## config.mk

```make
export PLATFORM = sky130hd
export DESIGN_NAME = program_loader
export DESIGN_NICKNAME = d
export VERILOG_FILES = /design/src/rtl/program_loader_pkg.sv /design/src/rtl/program_loader_prog_ram.sv /design/src/rtl/program_loader.sv
export SDC_FILE = /design/constraint.sdc
export NUM_CORES = 1
export LEC_CHECK = 0
export ABC_AREA = 1
export BUFFER_PORTS_ARGS = -buffer_cell sky130_fd_sc_hd__buf_2
export CAP_MARGIN = 15
export CELL_PAD_IN_SITES_DETAIL_PLACEMENT = 0
export CELL_PAD_IN_SITES_GLOBAL_PLACEMENT = 1
export CORE_MARGIN = 10
export CORE_UTILIZATION = 35
export DETAILED_ROUTE_END_ITERATION = 16
export GPL_ROUTABILITY_DRIVEN = 1
export HOLD_SLACK_MARGIN = 0.15
export PLACE_DENSITY_LB_ADDON = 0.1
export SYNTH_ARGS = -nofsm -noshare
export SYNTH_HDL_FRONTEND = slang
export SYNTH_SLANG_ARGS = --single-unit
```

## constraint.sdc

```tcl
create_clock -name clk_i -period 5 [get_ports clk_i]
set_input_delay 0 -clock clk_i [delete_from_list [all_inputs] [get_ports clk_i]]
set_output_delay 0 -clock clk_i [all_outputs]
set_load 0.03 [all_outputs]
```

## src/rtl/program_loader_pkg.sv

```systemverilog
// program_loader_pkg: shared sizes, opcode constants and loader state encoding.
package program_loader_pkg;
   localparam int DEPTH = 16;
   localparam int AW = 4;
   localparam int DW = 8;
   localparam logic [DW-1:0] OP_HALT = 8'hFF;
   localparam logic [DW-1:0] FILL = OP_HALT;
   typedef enum logic [2:0] {
      S_IDLE   = 3'd0,
      S_CLEAR  = 3'd1,
      S_HDR    = 3'd2,
      S_BODY   = 3'd3,
      S_CSUM   = 3'd4,
      S_RUN    = 3'd5,
      S_HALTED = 3'd6,
      S_ERROR  = 3'd7
   } state_t;
   // A header is a word count in 1..DEPTH with the top three bits clear.
   function automatic logic hdr_ok(input logic [DW-1:0] b);
      return (b != '0) && (b <= DW'(DEPTH)) && (b[7:5] == 3'b000);
   endfunction
endpackage

```

## src/rtl/program_loader_prog_ram.sv

```systemverilog
// prog_ram: DEPTH x DW program store, one write port and a registered read port.
module prog_ram
   import program_loader_pkg::*;
(
   input  logic          clk_i,
   input  logic          rst_ni,
   input  logic          we_i,
   input  logic [AW-1:0] waddr_i,
   input  logic [DW-1:0] wdata_i,
   input  logic [AW-1:0] addr_i,
   output logic [DW-1:0] data_o
);
   logic [DW-1:0] mem_q [DEPTH];
   logic [DW-1:0] data_q;
   always_ff @(posedge clk_i) begin
      if (we_i) mem_q[waddr_i] <= wdata_i;
   end
   // Only the read register is reset; stored words survive reset.
   always_ff @(posedge clk_i or negedge rst_ni) begin
      if (!rst_ni) data_q <= '0;
      else         data_q <= mem_q[addr_i];
   end
   assign data_o = data_q;
endmodule

```

## src/rtl/program_loader.sv

```systemverilog
// program_loader: framed byte-stream loader for the program store; holds the CPU until a good checksum.
module program_loader
   import program_loader_pkg::*;
(
   input  logic          clk_i,
   input  logic          rst_ni,
   input  logic          load_start_i,
   input  logic [DW-1:0] byte_i,
   input  logic          byte_valid_i,
   output logic          byte_ready_o,
   input  logic [AW-1:0] addr_i,
   output logic [DW-1:0] data_o,
   input  logic          halt_i,
   output logic          cpu_hold_o,
   output logic          loaded_o,
   output logic          load_err_o
);
   state_t        state_q, state_d;
   logic [AW:0]   wcnt_q, wcnt_d, len_q, len_d;
   logic [DW-1:0] csum_q, csum_d, wdata;
   logic          we, xfer;

   assign byte_ready_o = state_q inside {S_HDR, S_BODY, S_CSUM};
   assign loaded_o     = state_q inside {S_RUN, S_HALTED};
   assign cpu_hold_o   = !loaded_o;
   assign load_err_o   = state_q == S_ERROR;
   assign xfer         = byte_ready_o && byte_valid_i;

   always_comb begin
      state_d = state_q;
      wcnt_d  = wcnt_q;
      len_d   = len_q;
      csum_d  = csum_q;
      we      = 1'b0;
      wdata   = byte_i;
      case (state_q)
         S_IDLE, S_HALTED, S_ERROR: begin
            if (load_start_i) begin
               state_d = S_CLEAR;
               wcnt_d  = '0;
            end
         end
         S_CLEAR: begin
            we     = 1'b1;
            wdata  = FILL;
            wcnt_d = (wcnt_q == (AW+1)'(DEPTH-1)) ? '0 : wcnt_q + 1'b1;
            if (wcnt_q == (AW+1)'(DEPTH-1)) state_d = S_HDR;
         end
         S_HDR: begin
            if (xfer) begin
               len_d   = byte_i[AW:0];
               csum_d  = byte_i;
               state_d = hdr_ok(byte_i) ? S_BODY : S_ERROR;
            end
         end
         S_BODY: begin
            if (xfer) begin
               we     = 1'b1;
               wcnt_d = wcnt_q + 1'b1;
               csum_d = csum_q ^ byte_i;
               if (wcnt_q == len_q - 1'b1) state_d = S_CSUM;
            end
         end
         S_CSUM: begin
            if (xfer) state_d = (byte_i == csum_q) ? S_RUN : S_ERROR;
         end
         S_RUN: begin
            if (halt_i) state_d = S_HALTED;
         end
         default: ;
      endcase
   end

   always_ff @(posedge clk_i or negedge rst_ni) begin
      if (!rst_ni) begin
         state_q <= S_IDLE;
         wcnt_q  <= '0;
         len_q   <= '0;
         csum_q  <= '0;
      end else begin
         state_q <= state_d;
         wcnt_q  <= wcnt_d;
         len_q   <= len_d;
         csum_q  <= csum_d;
      end
   end

   prog_ram u_ram (
      .clk_i   (clk_i),
      .rst_ni  (rst_ni),
      .we_i    (we),
      .waddr_i (wcnt_q[AW-1:0]),
      .wdata_i (wdata),
      .addr_i  (addr_i),
      .data_o  (data_o)
   );
endmodule

```

==> summary.txt <==
Floorplan
  – Die ar.: 0.0265 mm²
  – Vertical extent of the die: 163 µm
  – Placement row count: 52
  – Die X: between 150 and 200 µm
  – IO Count: 29
  – Initial standard-cell utilization of the core: between 30% and 40%
  – Placeable core region: 0.0201 mm²

Global route
  – Via count of the first global-routing pass: around 4700
  – Global-route wire length before repair: 26700 µm
  – Pin count of the biggest net entering global routing: 100
  – Number of antenna violations at the first check in global routing: 0
  – GR Util All Layers: 13.2%
  – Total global routing overflow: 0

STA
  – Final number of max-transition violations: 0
  – Final setup violation count: 0
  – Maximum clock skew at final layout: 9.07 ps
  – Final critical-path setup slack: 2500 ps
  – Worst slew margin relative to its limit: 26.1%
  – Fin crit period: 2500 ps
  – Unrepaired setup endpoints after global routing: false
  – Fin crit share: 50.0%
  – Post-route setup TNS: 0 ps
  – Final hold viol count: 0
  – Peak Freq: approximately 400 MHz
  – Worst-Margin Slew: 1100 ps

Setup path
  – Cells along the critical path: inv_2 -> nand2_1 -> a21oi_1 -> inv_1 -> nor3_1
  – Slowest Stage Delay on Critical Path: approximately 870 ps
  – Critical Path Slowest Stage Cell: nor3_1
  – Worst reg2reg setup slack: 2500 ps
  – Kind of critical path: reg2reg
  – Data required time of the critical path: around 5000 ps
  – Maximum fanout along the worst path: 8
  – Kind of end point of the critical path: flip-flop
  – Type of origin of the critical path: flip-flop
  – Worst endpoint data arrival time: 2530 ps

Run status
  – Outcome: finished clean

Route
  – Via-to-Cell Ratio: around 4.7
  – Wire length per cell: 17.5 µm
  – DRC violation count after routing: 0
  – Iter 0 DRT Violations: about 260
  – Final Routed Wirelength: 16800 µm
  – Iteration count of the initial detailed-routing pass: 6
  – Remaining antenna violation count: 0
  – Total number of vias: 4543

Layout
  – Total Nets Final: 705
  – Area added between synthesis and finish: 15.4%
  – Antenna diode instance count: 0
  – Fill cell count: 1936
  – Share of post-route cells with drive strength above 1: 12.4%

Pwr
  – Clk pwr share: 33.4%
  – Worst vdd rail ir drop: 0.000231 V
  – Reported leakage power: 3.27 nW
  – Switching fraction of total power: 32.6%
  – Sequential cell fraction of total power: 43.5%
  – Internal: 0.00269 W
  – Total power per unit cell area: 486 mW/mm²
  – Switching power summed over all nets: 0.00130 W
  – Comb pwr share: 23.1%

Clock tree
  – Insertion delay to the later sink of the worst-skew pair: 420 ps
  – Cts bufs inserted: 17
  – CTS HTree Levels: 4
  – Root Buffer Master: clkbuf_16
  – Post-CTS Resized: 0
  – Clock sinks: 157
  – Post-CTS setup buffer count: 0
  – Clock buffer depth: 2
  – Clk pin slew, worst setup/hold paths: roughly 70 ps
  – TritonCTS clock tree: built

Logic synthesis
  – Async set or reset register ratio after synthesis: 18.5%
  – Most area-consuming cells after synthesis: edfxtp_1 54%, dfrtp_1 10%, nand2_1 6.4%, inv_1 4.3%, mux2i_1 4.1%
  – Library cell with the highest instance count after synthesis: edfxtp_1
  – Synth Warn #: 0
  – Ranking of synthesized cells by instance count: 128 x edfxtp_1, 121 x nand2_1, 81 x inv_1, 54 x o21ai_0, 34 x a21oi_1
  – Netlist cell types: 32
  – Cell count after synthesis: between 600 and 700
  – Count of flip-flops with a built-in enable after synthesis: around 130
  – Synthesized area per cell: 11.1 µm²
  – Synth Net Count: about 670
  – Sequential share of the synthesized area: between 60 and 70%
  – Combined area of all synthesized cells: 0.00712 mm²
  – Register bit total from synthesis: about 160
  – Top flip-flop cell by instance count after synthesis: edfxtp_1
  – Top cell type's share of synthesized area: 54.0%
  – Library cell with the largest summed area after synthesis: edfxtp_1

Job
  – Maximum capacitance violations: 0

Place
  – Final weighted congestion in routability-driven placement: 0.786
  – I/O Buffers: 28
  – Worst setup slack after placement: 2480 ps
  – HPWL reported at the end of detailed placement: 11300 µm

Hold path
  – Path category of the worst min-delay check: in2reg
## final timing paths
kind                                          endpoint                    from  cells after the start
setup reg to reg           u_ram.mem_q[7][3]$_DFFE_PP_  state_q[2]$_DFFE_PN0P_                      5
hold reg to reg                   len_q[1]$_DFFE_PN0P_    len_q[1]$_DFFE_PN0P_                      2
min in group asynchronous        csum_q[1]$_DFFE_PN0P_                  rst_ni                      2
max in group asynchronous    u_ram.data_o[4]$_DFF_PN0_                  rst_ni                      2
setup / recovery           u_ram.mem_q[7][3]$_DFFE_PP_  state_q[2]$_DFFE_PN0P_                      5
hold / removal               u_ram.data_o[0]$_DFF_PN0_               addr_i[2]                      3
## power by group through the flow
stage | combinational (W) | sequential, W | clock [W]
6_report | 0.000921 | 0.00173 | 0.00133
5_1_grt | 0.00105 | 0.00175 | 0.00141
4_1_cts | 0.000941 | 0.00174 | 0.00136
3_5_place_dp | 0.000918 | 0.00176 | 0
3_3_place_gp | 0.000908 | 0.00176 | 0
2_1_floorplan | 0.000664 | 0.00175 | 0
## through the flow
step / cell area, µm² / cells / hold slack (ps) / util, % / total power, W
global placement: 7450 / 914 / 144 / 37.1 / 0.00267
floorplan: 7120 / 642 / -296 / - / 0.00241
detailed placement: 7450 / 914 / 142 / 37.1 / 0.00268
CTS: 8210 / 961 / 165 / 40.9 / 0.00403
finish: 8210 / 961 / 179 / 40.9 / 0.00399
global route: 8210 / 961 / 197 / 40.9 / 0.00422
## flip-flops by register name, indices dropped and copies added (netlist names)
signal and count:
len_q 5, u_ram.data_o 8, u_ram.mem_q 128, csum_q 8, wcnt_q 5, state_q 3
## logic make-up after synthesis
kind of cell / count (synthesis) / share of synthesized area [%]
buffers and inverters: 112 / 6.64
AO/OA/AOI/OAI: 135 / 11.3
flip-flops: 157 / 64.2
adder cells (fa/ha/maj): 10 / 1.76
multiplexers: 29 / 4.08
AND/OR/NAND/NOR: 199 / 12.1
## layout by cell type, fill, tap and decap left out, types with 2 or more instances in the layout
cell	Yosys	routed
nand4_1	3	3
a21oi_1	34	34
nor3_1	5	5
nand3_1	27	27
o211ai_1	32	32
nand2_1	121	121
dfrtp_1	29	29
clkinv_4	0	3
inv_2	4	4
nor2_2	2	2
o21ai_2	9	9
ha_1	10	10
nand2_2	4	4
clkbuf_16	0	17
inv_8	0	4
dlygate4sd3_1	0	15
buf_2	9	27
o21ai_1	3	3
inv_1	81	81
o21ai_0	54	54
edfxtp_1	128	128
inv_6	0	4
bufinv_16	0	2
mux2i_1	29	29
nor2_4	2	2
nor2_1	31	31
nand2_4	2	2
## layout make-up
type | instances | area (µm²) | area share [%]
clock buffer | 18 | 439 | 5.35
clock inverter | 14 | 174 | 2.12
inverter | 86 | 323 | 3.93
multi-input combinational | 373 | 2080 | 25.3
sequential | 157 | 4570 | 55.6
tap | 270 | 338 | 4.11
timing repair buffer | 43 | 293 | 3.56
## routing by layer
metal	part of all wire, %	GRT usage, %	vias to the layer above
met4	0.66	3.69	0
met1	46	16.7	2190
met2	50	22.3	61
met5	0	0	-
met3	2.8	2.73	8
li1	-	-	2284
## critical path: cells and delay by family, from the launching register on
kind | cells | cell delay [ps]
AOI/OAI and AO/OA | 1 | 350
buffers and inverters | 2 | 360
DFF | 1 | 450
and+or+nand+nor | 2 | 960
## timing repair
| action | 4_1_cts | 5_1_grt |
|---|---|---|
| hold endpoints to repair | 55 | 0 |
| hold buffers | 15 | 0 |
| endpoints found under the setup margin | 0 | 0 |
No activity file was read; power rests on OpenSTA's default activity.
